<file path="src/rtl/mem_arbiter_if.sv">
`default_nettype none
// +----------------------------------------------------------------------+
// | Module      : mem_arbiter_if                                         |
// | Description : Bundle of request/response and byte-RAM signals        |
// |               between the memory arbiter and its environment.        |
// |               slave  = arbiter view, master = environment view.      |
// | Revision    : 1.0  initial release                                   |
// +----------------------------------------------------------------------+
interface mem_arbiter_if;
  logic        rdy;
  logic        roll_back;
  logic        if_req;
  logic [31:0] if_addr;
  logic        if_done;
  logic [31:0] if_inst;
  logic        ld_req;
  logic [31:0] ld_addr;
  logic [1:0]  ld_size;
  logic        ld_signed;
  logic        ld_done;
  logic [31:0] ld_data;
  logic        st_push;
  logic [31:0] st_addr;
  logic [31:0] st_data;
  logic [1:0]  st_size;
  logic        st_full;
  logic [7:0]  mem_din;
  logic [7:0]  mem_dout;
  logic [31:0] mem_a;
  logic        mem_wr;

  modport slave (
    input  rdy, roll_back,
    input  if_req, if_addr,
    output if_done, if_inst,
    input  ld_req, ld_addr, ld_size, ld_signed,
    output ld_done, ld_data,
    input  st_push, st_addr, st_data, st_size,
    output st_full,
    input  mem_din,
    output mem_dout, mem_a, mem_wr
  );

  modport master (
    output rdy, roll_back,
    output if_req, if_addr,
    input  if_done, if_inst,
    output ld_req, ld_addr, ld_size, ld_signed,
    input  ld_done, ld_data,
    output st_push, st_addr, st_data, st_size,
    input  st_full,
    output mem_din,
    input  mem_dout, mem_a, mem_wr
  );
endinterface
`default_nettype wire

</file>
<file path="src/rtl/mem_arbiter.sv">
`default_nettype none
// +----------------------------------------------------------------------+
// | Module      : mem_arbiter                                            |
// | Description : Single-port byte-RAM arbiter for instruction fetch,    |
// |               loads and a 4-entry committed-store buffer. Stores     |
// |               always drain before a load or fetch starts.            |
// |               Option macro MEM_ARB_FETCH_PRIO_EN: when defined, the  |
// |               IDLE grant order is STORE > FETCH > LOAD instead of    |
// |               STORE > LOAD > FETCH.                                  |
// | Revision    : 1.0  initial release                                   |
// +----------------------------------------------------------------------+
module mem_arbiter (
  input  wire logic    clk,
  input  wire logic    rst,
  mem_arbiter_if.slave bus
);

  localparam logic [1:0] S_IDLE  = 2'd0;
  localparam logic [1:0] S_STORE = 2'd1;
  localparam logic [1:0] S_LOAD  = 2'd2;
  localparam logic [1:0] S_FETCH = 2'd3;

  localparam logic [2:0] C_SB_DEPTH = 3'd4;
  localparam logic [2:0] C_WORD_N   = 3'd4;

  // store buffer
  logic [31:0] r_sb_addr [4];
  logic [31:0] r_sb_data [4];
  logic [1:0]  r_sb_size [4];
  logic [1:0]  r_wptr;
  logic [1:0]  r_rptr;
  logic [2:0]  r_count;

  // access engine
  logic [1:0]  r_state;
  logic [2:0]  r_k;
  logic [2:0]  r_n;
  logic [31:0] r_addr;
  logic [31:0] r_buf;
  logic        r_signed;
  logic        r_if_done;
  logic        r_ld_done;
  logic [31:0] r_if_inst;
  logic [31:0] r_ld_data;

  logic        w_sb_empty;
  logic        w_sb_full;
  logic        w_push;
  logic        w_pop;
  logic        w_store_last;
  logic        w_take_ld;
  logic        w_take_if;
  logic [31:0] w_head_addr;
  logic [31:0] w_head_data;
  logic [31:0] w_head_shift;
  logic [1:0]  w_head_size;
  logic [1:0]  w_cap_idx;
  logic [31:0] w_word;
  logic [31:0] w_ext;
  logic [31:0] w_mem_a;
  logic [7:0]  w_mem_dout;
  logic        w_mem_wr;

  function automatic logic [2:0] size_to_n(input logic [1:0] size);
    case (size)
      2'd0:    return 3'd1;
      2'd1:    return 3'd2;
      default: return C_WORD_N;
    endcase
  endfunction

  assign w_sb_empty   = (r_count == 3'd0);
  assign w_sb_full    = (r_count == C_SB_DEPTH);
  assign w_head_addr  = r_sb_addr[r_rptr];
  assign w_head_data  = r_sb_data[r_rptr];
  assign w_head_size  = r_sb_size[r_rptr];
  assign w_head_shift = w_head_data >> {r_k[1:0], 3'b000};
  assign w_store_last = (r_state == S_STORE) && (r_k == (r_n - 3'd1));
  assign w_push       = bus.rdy && bus.st_push && !w_sb_full;
  assign w_pop        = bus.rdy && w_store_last;
  // byte arriving on mem_din belongs to the address issued one cycle earlier
  assign w_cap_idx    = r_k[1:0] - 2'd1;

  // IDLE grant; a non-empty buffer blocks both loads and fetches
  always_comb begin
    w_take_ld = 1'b0;
    w_take_if = 1'b0;
    if ((r_state == S_IDLE) && w_sb_empty && !bus.roll_back) begin
`ifdef MEM_ARB_FETCH_PRIO_EN
      if (bus.if_req)
        w_take_if = 1'b1;
      else if (bus.ld_req)
        w_take_ld = 1'b1;
`else
      if (bus.ld_req)
        w_take_ld = 1'b1;
      else if (bus.if_req)
        w_take_if = 1'b1;
`endif
    end
  end

  // merge the incoming RAM byte into the partially assembled word
  always_comb begin
    w_word = r_buf;
    case (w_cap_idx)
      2'd0:    w_word[7:0]   = bus.mem_din;
      2'd1:    w_word[15:8]  = bus.mem_din;
      2'd2:    w_word[23:16] = bus.mem_din;
      default: w_word[31:24] = bus.mem_din;
    endcase
  end

  // zero/sign extension of the load result from bit 8n-1
  always_comb begin
    case (r_n)
      3'd1:    w_ext = {{24{r_signed & w_word[7]}},  w_word[7:0]};
      3'd2:    w_ext = {{16{r_signed & w_word[15]}}, w_word[15:0]};
      default: w_ext = w_word;
    endcase
  end

  // RAM port: write only while draining a store, address only while bytes remain
  always_comb begin
    w_mem_a    = 32'd0;
    w_mem_dout = 8'd0;
    w_mem_wr   = 1'b0;
    case (r_state)
      S_STORE: begin
        w_mem_a    = w_head_addr + {29'd0, r_k};
        w_mem_dout = w_head_shift[7:0];
        w_mem_wr   = bus.rdy;
      end
      S_LOAD, S_FETCH: begin
        if (r_k < r_n)
          w_mem_a = r_addr + {29'd0, r_k};
      end
      default: ;
    endcase
  end

  // store-buffer payload; entries need no reset because count gates them
  always_ff @(posedge clk) begin
    if (w_push) begin
      r_sb_addr[r_wptr] <= bus.st_addr;
      r_sb_data[r_wptr] <= bus.st_data;
      r_sb_size[r_wptr] <= bus.st_size;
    end
  end

  // store-buffer pointers and occupancy
  always_ff @(posedge clk) begin
    if (rst) begin
      r_wptr  <= 2'd0;
      r_rptr  <= 2'd0;
      r_count <= 3'd0;
    end else begin
      if (w_push)
        r_wptr <= r_wptr + 2'd1;
      if (w_pop)
        r_rptr <= r_rptr + 2'd1;
      case ({w_push, w_pop})
        2'b10:   r_count <= r_count + 3'd1;
        2'b01:   r_count <= r_count - 3'd1;
        default: ;
      endcase
    end
  end

  // access sequencer: store drain, load and fetch byte loops
  always_ff @(posedge clk) begin
    if (rst) begin
      r_state   <= S_IDLE;
      r_k       <= 3'd0;
      r_n       <= 3'd1;
      r_addr    <= 32'd0;
      r_buf     <= 32'd0;
      r_signed  <= 1'b0;
      r_if_done <= 1'b0;
      r_ld_done <= 1'b0;
      r_if_inst <= 32'd0;
      r_ld_data <= 32'd0;
    end else if (bus.rdy) begin
      r_if_done <= 1'b0;
      r_ld_done <= 1'b0;
      case (r_state)
        S_IDLE: begin
          r_k <= 3'd0;
          if (!w_sb_empty) begin
            r_state <= S_STORE;
            r_n     <= size_to_n(w_head_size);
          end else if (w_take_ld) begin
            r_state  <= S_LOAD;
            r_addr   <= bus.ld_addr;
            r_n      <= size_to_n(bus.ld_size);
            r_signed <= bus.ld_signed;
            r_buf    <= 32'd0;
          end else if (w_take_if) begin
            r_state  <= S_FETCH;
            r_addr   <= bus.if_addr;
            r_n      <= C_WORD_N;
            r_signed <= 1'b0;
            r_buf    <= 32'd0;
          end
        end
        S_STORE: begin
          if (w_store_last) begin
            r_state <= S_IDLE;
            r_k     <= 3'd0;
          end else begin
            r_k <= r_k + 3'd1;
          end
        end
        default: begin
          if (bus.roll_back) begin
            r_state <= S_IDLE;
            r_k     <= 3'd0;
          end else begin
            if (r_k != 3'd0)
              r_buf <= w_word;
            if (r_k == r_n) begin
              r_state <= S_IDLE;
              r_k     <= 3'd0;
              if (r_state == S_LOAD) begin
                r_ld_done <= 1'b1;
                r_ld_data <= w_ext;
              end else begin
                r_if_done <= 1'b1;
                r_if_inst <= w_word;
              end
            end else begin
              r_k <= r_k + 3'd1;
            end
          end
        end
      endcase
    end
  end

  assign bus.st_full  = w_sb_full;
  assign bus.if_done  = r_if_done;
  assign bus.if_inst  = r_if_inst;
  assign bus.ld_done  = r_ld_done;
  assign bus.ld_data  = r_ld_data;
  assign bus.mem_a    = w_mem_a;
  assign bus.mem_dout = w_mem_dout;
  assign bus.mem_wr   = w_mem_wr;

endmodule
`default_nettype wire
</file>
<file path="src/flat_wrapper.sv">
// flat-port wrapper written by rule: the top's interface ports become plain ports
module mem_arbiter_flat 
  (clk, rst, bus_rdy, bus_roll_back, bus_if_req, bus_if_addr, bus_if_done, bus_if_inst, bus_ld_req, bus_ld_addr, bus_ld_size, bus_ld_signed, bus_ld_done, bus_ld_data, bus_st_push, bus_st_addr, bus_st_data, bus_st_size, bus_st_full, bus_mem_din, bus_mem_dout, bus_mem_a, bus_mem_wr);
  mem_arbiter_if bus_i ();
  input  wire logic clk;
  input  wire logic rst;
  input wire logic [$bits(bus_i.rdy)-1:0] bus_rdy;
  input wire logic [$bits(bus_i.roll_back)-1:0] bus_roll_back;
  input wire logic [$bits(bus_i.if_req)-1:0] bus_if_req;
  input wire logic [$bits(bus_i.if_addr)-1:0] bus_if_addr;
  output wire logic [$bits(bus_i.if_done)-1:0] bus_if_done;
  output wire logic [$bits(bus_i.if_inst)-1:0] bus_if_inst;
  input wire logic [$bits(bus_i.ld_req)-1:0] bus_ld_req;
  input wire logic [$bits(bus_i.ld_addr)-1:0] bus_ld_addr;
  input wire logic [$bits(bus_i.ld_size)-1:0] bus_ld_size;
  input wire logic [$bits(bus_i.ld_signed)-1:0] bus_ld_signed;
  output wire logic [$bits(bus_i.ld_done)-1:0] bus_ld_done;
  output wire logic [$bits(bus_i.ld_data)-1:0] bus_ld_data;
  input wire logic [$bits(bus_i.st_push)-1:0] bus_st_push;
  input wire logic [$bits(bus_i.st_addr)-1:0] bus_st_addr;
  input wire logic [$bits(bus_i.st_data)-1:0] bus_st_data;
  input wire logic [$bits(bus_i.st_size)-1:0] bus_st_size;
  output wire logic [$bits(bus_i.st_full)-1:0] bus_st_full;
  input wire logic [$bits(bus_i.mem_din)-1:0] bus_mem_din;
  output wire logic [$bits(bus_i.mem_dout)-1:0] bus_mem_dout;
  output wire logic [$bits(bus_i.mem_a)-1:0] bus_mem_a;
  output wire logic [$bits(bus_i.mem_wr)-1:0] bus_mem_wr;
  assign bus_i.rdy = bus_rdy;
  assign bus_i.roll_back = bus_roll_back;
  assign bus_i.if_req = bus_if_req;
  assign bus_i.if_addr = bus_if_addr;
  assign bus_if_done = bus_i.if_done;
  assign bus_if_inst = bus_i.if_inst;
  assign bus_i.ld_req = bus_ld_req;
  assign bus_i.ld_addr = bus_ld_addr;
  assign bus_i.ld_size = bus_ld_size;
  assign bus_i.ld_signed = bus_ld_signed;
  assign bus_ld_done = bus_i.ld_done;
  assign bus_ld_data = bus_i.ld_data;
  assign bus_i.st_push = bus_st_push;
  assign bus_i.st_addr = bus_st_addr;
  assign bus_i.st_data = bus_st_data;
  assign bus_i.st_size = bus_st_size;
  assign bus_st_full = bus_i.st_full;
  assign bus_i.mem_din = bus_mem_din;
  assign bus_mem_dout = bus_i.mem_dout;
  assign bus_mem_a = bus_i.mem_a;
  assign bus_mem_wr = bus_i.mem_wr;
  mem_arbiter u_core (.clk(clk), .rst(rst), .bus(bus_i));
endmodule
</file>
<file path="config.mk">
export PLATFORM = sky130hd
export DESIGN_NAME = mem_arbiter_flat
export DESIGN_NICKNAME = d
export VERILOG_FILES = /design/src/rtl/mem_arbiter_if.sv /design/src/rtl/mem_arbiter.sv /design/src/flat_wrapper.sv
export SDC_FILE = /design/constraint.sdc
export NUM_CORES = 1
export LEC_CHECK = 0
export CORE_ASPECT_RATIO = 1.5
export CORE_MARGIN = 5
export CORE_UTILIZATION = 30
export DETAILED_ROUTE_END_ITERATION = 8
export SLEW_MARGIN = 25
export SYNTH_ARGS = -nofsm -noshare
export SYNTH_HDL_FRONTEND = slang
export SYNTH_SLANG_ARGS = --single-unit
</file>
<file path="constraint.sdc">
create_clock -name clk -period 3.4 [get_ports clk]
set_input_delay 0.68 -clock clk [delete_from_list [all_inputs] [get_ports clk]]
set_output_delay 0.68 -clock clk [all_outputs]
set_load 0.1 [all_outputs]
</file>
==> Yosys cells after proc, flatten, opt, wreduce, memory -nomap -nowiden <==
Memory sizes are Yosys's and may differ from the RTL's. A register that Yosys moved wholly into a read port is not among the register bits.
Cells that the tools add are included.
{ "classes": {"shift": 1, "n_mux": 57, "reduce_logical": 27, "addsub": 9, "bitwise_logic": 6, "n_eq_ne": 20, "magnitude_cmp": 1} }
{ "ops": {"columns": ["operator", "count"], "rows": [
  ["32-bit two-way mux", 8],
  ["32-bit one-hot mux with 2 select lines", 3],
  ["32-bit by 3-bit adder with 32-bit output", 2],
  ["8-bit two-way mux", 5],
  ["32-bit by 5-bit right shift with 8-bit output", 1],
  ["2-bit two-way mux", 12],
  ["3-bit one-hot mux with 2 select lines", 4],
  ["1-bit two-way mux", 18],
  ["3-bit two-way mux", 6],
  ["2-bit by 1-bit equality test with 1-bit output (second input constant)", 5],
  ["5-bit AND reduction", 2],
  ["2-bit equality test (second input constant)", 4],
  ["2-bit logical NOT", 4],
  ["4-bit AND reduction", 2],
  ["3-bit by 1-bit adder with 3-bit output (second input constant)", 2],
  ["3-bit equality test", 2],
  ["1-bit logical AND", 6],
  ["2-bit by 1-bit != test with 1-bit output (second input constant)", 3],
  ["6-bit AND reduction", 1],
  ["2-bit nonzero test", 3],
  ["3-bit by 1-bit subtractor with 3-bit output (second input constant)", 2],
  ["2-bit by 1-bit adder with 2-bit output (second input constant)", 2],
  ["4-bit != test (second input constant)", 1],
  ["1-bit inverter", 4],
  ["other kinds (16)", 19]
]} }
{ "word_totals": {"mem_bits_rw": 264, "in_bits": 148, "output_inout_bits": 108, "elab_cells": 137, "n_memories": 3, "reg_bits": 146} }
{ "memory_table": {"columns": ["name", "words", "width", "read_ports", "rd_clocked_by_memory_dff", "wr", "line_no", "rtl"], "rows": [
  ["u_core.r_sb_addr", 4, 32, 1, 1, 1, "mem_arbiter.sv:27", "logic [31:0] r_sb_addr [4];"],
  ["u_core.r_sb_data", 4, 32, 1, 1, 1, "mem_arbiter.sv:28", "logic [31:0] r_sb_data [4];"],
  ["u_core.r_sb_size", 4, 2, 1, 1, 1, "mem_arbiter.sv:29", "logic [1:0] r_sb_size [4];"]
]} }

==> Logic depth before layout (Yosys ltp) <==
{ "depth": {"word_depth": 8, "ltp_mapped": 13, "depth_no_buf": 11} }

==> Worst setup path before layout <==
Ideal clock, no wire load.
{ "synth_path": {"path_kind": "reg-to-output", "from": "reg (tool-made name)", "to": "out bus_mem_a[10]", "arrival_ps": 4229, "required_time_ps": 2720, "stages_incl_launch_ff": 14, "path_slack_ps": -1509, "path_buffers": 3, "cell_sequence": "dfxtp_1 > buf_6 > buf_8 > buf_2 > mux4_2 > ha_1 > inv_1 > fa_1 > nor2b_1 > o211a_1 > and4_1 > and3_1 > xnor2_1 > o22ai_1"} }
{ "synth_lines": {"columns": ["item", "line_no", "rtl"], "rows": [
  ["to (decl)", "flat_wrapper.sv:26", "output wire logic [$bits(bus_i.mem_a)-1:0] bus_mem_a;"]
]} }

==> results.cfg <==
[cts]
clockBufferDepth = 3
cts_max_level = 2
clk_pin_slew_worst_paths_ns = 0.06
cts_tree = built
ctsHoldBuffers = 0
cts_made_buffers = 41
insertion_delay_ns = 0.57
cts_sinks = 412
cts_root_buf = clkbuf_16

[logic_synthesis]
synth_simple_gate_area_share_pct = 10.6
synth_area_mm2 = 0.0178
synth_top_family_by_area = multiplexers
synth_nets = 1509
synthAdderAreaFrac_pct = 1.89
async_flop_share_pct = 0
synth_compound_area_share_pct = 6.47
synthFlopType = edfxtp_1
synth_xor_area_share_pct = 3.44
synth-edff-count = 264
synth.area.mux_share_pct = 13.5
synthCells = 1336
synth-seq-area-share_pct = 61.3
yosys_warnings = 0
yosysUniqueCellTypes = 57
synth-seq-cells = 412
avgSynthCellArea_um2 = 13.3

[route]
drt-total-wl_um = 49000
drtAntennaViolNets = 0
routed.top_layer = met5
wl_met1_um = 19800
wl_met2_um = 25300
remaining_drc_errors = 0
wl_met3_um = 2430
vias = 11800
viasPerCell = 4.78
wire_per_inst_um = 19.9
first_pass_iters = 5
drt_iter0_markers = 475

[timing]
drv_slew = 0
rsz0062_at_grt = yes
period_needed_ns = 3.86
fin_crit_sh_pct = 114
worst_slew_pin_slew_ns = 0.984
hold_viol = 0
fmax_ghz = 0.259
final.setup_skew_ns = 0.0240
finalSetupViolations = 32
setup_slack_ns = -0.462
relSlewSlack_pct = 34.2

[power_and_ir_drop]
p_sw_mw = 3.42
leakage_nw = 8.44
pwr-share-comb_pct = 18.9
powerDensity_mw_per_mm2 = 510
power.share.clock_pct = 36.9
internal_power_mw = 9.17
switching_share_pct = 27.2
sequentialPowerShare_pct = 44.1
power_mw = 12.6
peakVddDrop_v = 0.000390

[critical_path]
r2r-start = u_core.r_k[0]
critical_path_class = reg2out
worst_setup_path_end_kind = primary output
cp_max_fo = 5
crit_path_start_kind = flop
r2r_setup_slack_ns = 0.30
required_ns = 2.72
reg2regPathDepth = 12
worstPathArrival_ns = 3.18
worstReg2RegEnd = u_core.r_count[2]

[worst_hold_path]
hold_start = u_core.r_buf[12]
holdPathEnd = u_core.r_buf[12]
min_delay_path_depth = 2
hp-class = reg2reg

[global_route]
grt_usage_pct = 14.9
grt_pass1_vias = 12300
grt_first_pass_wirelength_um = 74700
antenna_found_initial = 5
grt_max_degree = 115
overflow = 0

[floorplan]
core-area_mm2 = 0.0588
start_util_pct = 30.2
die_h_um = 308
num_rows = 109
io_pins = 256
dieArea_mm2 = 0.0643
die_width_um = 209

[flow_run]
drv_cap = 0

[layout]
syn_to_final_growth_pct = 38.9
fin_nets = 1825
layout-drive-gt1-share_pct = 28.5
final_common_cell = edfxtp_1
layout_common_cells = edfxtp_1, clkdlybuf4s50_1, nor2_1

[placed_design]
io_buffer_count = 255
finalWeightedCongestion = 0.799
place_ws_ns = -0.00998
hpwl_um = 34400

[outcome]
violations = negative setup slack
status = complete, but fails checks
## sequential cells by signal (all words and copies together) (netlist names), named ones only
register / cells
u_core.bus.if_inst: 32
u_core.r_wptr: 2
u_core.r_signed: 1
u_core.r_sb_data: 128
u_core.r_k: 3
u_core.r_state: 2
u_core.r_count: 3
u_core.r_buf: 32
u_core.bus.if_done: 1
u_core.r_n: 3
u_core.bus.ld_done: 1
u_core.r_sb_addr: 128
u_core.r_addr: 32
u_core.bus.ld_data: 32
u_core.r_rptr: 2
u_core.r_sb_size: 8
## synthesized netlist by cell type (37+ instances only)
library cell  number  area (um^2)
a21oi_1           48          240
clkbuf_1          54          203
nand2_1           83          312
edfxtp_1         264         7930
mux2i_1           44          440
nor3_1            37          185
xnor2_1           41          359
nand3_1           45          225
a211oi_1          62          465
nor2_1           156          586
dfxtp_1          148         2960
mux4_2            69         1550
## routing by layer
layer	global-route usage, %	vias up
met5	0	-
met4	4.75	4
met3	3.25	68
met2	26.5	271
met1	18.0	5800
li1	-	5609
## repair_timing
item / CTS / global route
cloned: 4 / 2
setup buffers: 10 / 19
pin swaps: 25 / 14
setup endpoints to repair: 40 / 40
resized for setup: 74 / 31
## per-stage QoR
| step | instances | util (%) | area (um^2) | TNS [ns] | hold slack (ns) |
|---|---|---|---|---|---|
| after floorplan | 1336 | - | 18300 | -6.41 | 0.429 |
| after global placement | 2351 | 38.1 | 22400 | 0 | 0.435 |
| after detailed placement | 2351 | 38.1 | 22400 | -0.0175 | 0.442 |
| after CTS | 2438 | 41.4 | 24300 | -12.22 | 0.434 |
| after global routing | 2459 | 42.0 | 24700 | -14.91 | 0.459 |
| final | 2460 | 42.0 | 24700 | -10.44 | 0.448 |
## critical path, cell delays in order, from the launching register on
cell and delay [ns]:
dfxtp_4 0.39, mux4_2 0.54, ha_4 0.18, inv_2 0.05
fa_2 0.22, nor2b_4 0.05, o211a_4 0.26, buf_12 0.13
nand3_4 0.13, nor2_2 0.07, xnor2_2 0.15, o22ai_4 0.22
buf_12 0.20
## logic make-up (layout without fill, tap and decap cells)
kind of cell               Yosys count  after routing
AOI/OAI and AO/OA                  180            180
buffers and inverters              116            461
DFF                                412            412
adders and majority gates           25             25
other                                0              1
xor gates and xnor gates            68             68
and+or+nand+nor                    392            393
muxes                              143            143
## layout make-up
cell class	instances	area [um^2]
fill	5351	34100
clock inverter	19	259
clock buffer	54	1120
antenna	1	2.50
tap	777	972
inverter	35	131
multi-input combinational	809	7410
timing repair buffer	353	3910
sequential	412	10900
## power by group through the flow
stage | Combinational, mW | Sequential (mW) | Clock, mW
global route | 2.53 | 5.56 | 4.99
detailed placement | 2.27 | 5.66 | 0
finish | 2.38 | 5.55 | 4.65
global placement | 2.24 | 5.65 | 0
CTS | 2.36 | 5.55 | 4.81
floorplan | 1.39 | 5.67 | 0
## worst max path at each step
stage	slack, ns	start	endpoint	depth (start not counted)
2_1_floorplan	-0.39	flop	bus_mem_a[10]	13
3_3_place_gp	0.02	flop	bus_mem_a[30]	11
3_5_place_dp	-0.01	flop	bus_mem_a[30]	11
4_1_cts	-0.50	flop	bus_mem_a[30]	11
5_1_grt	-0.58	flop	bus_mem_a[24]	12
6_report	-0.46	flop	bus_mem_a[16]	12
(Power assumes the default switching activity.)
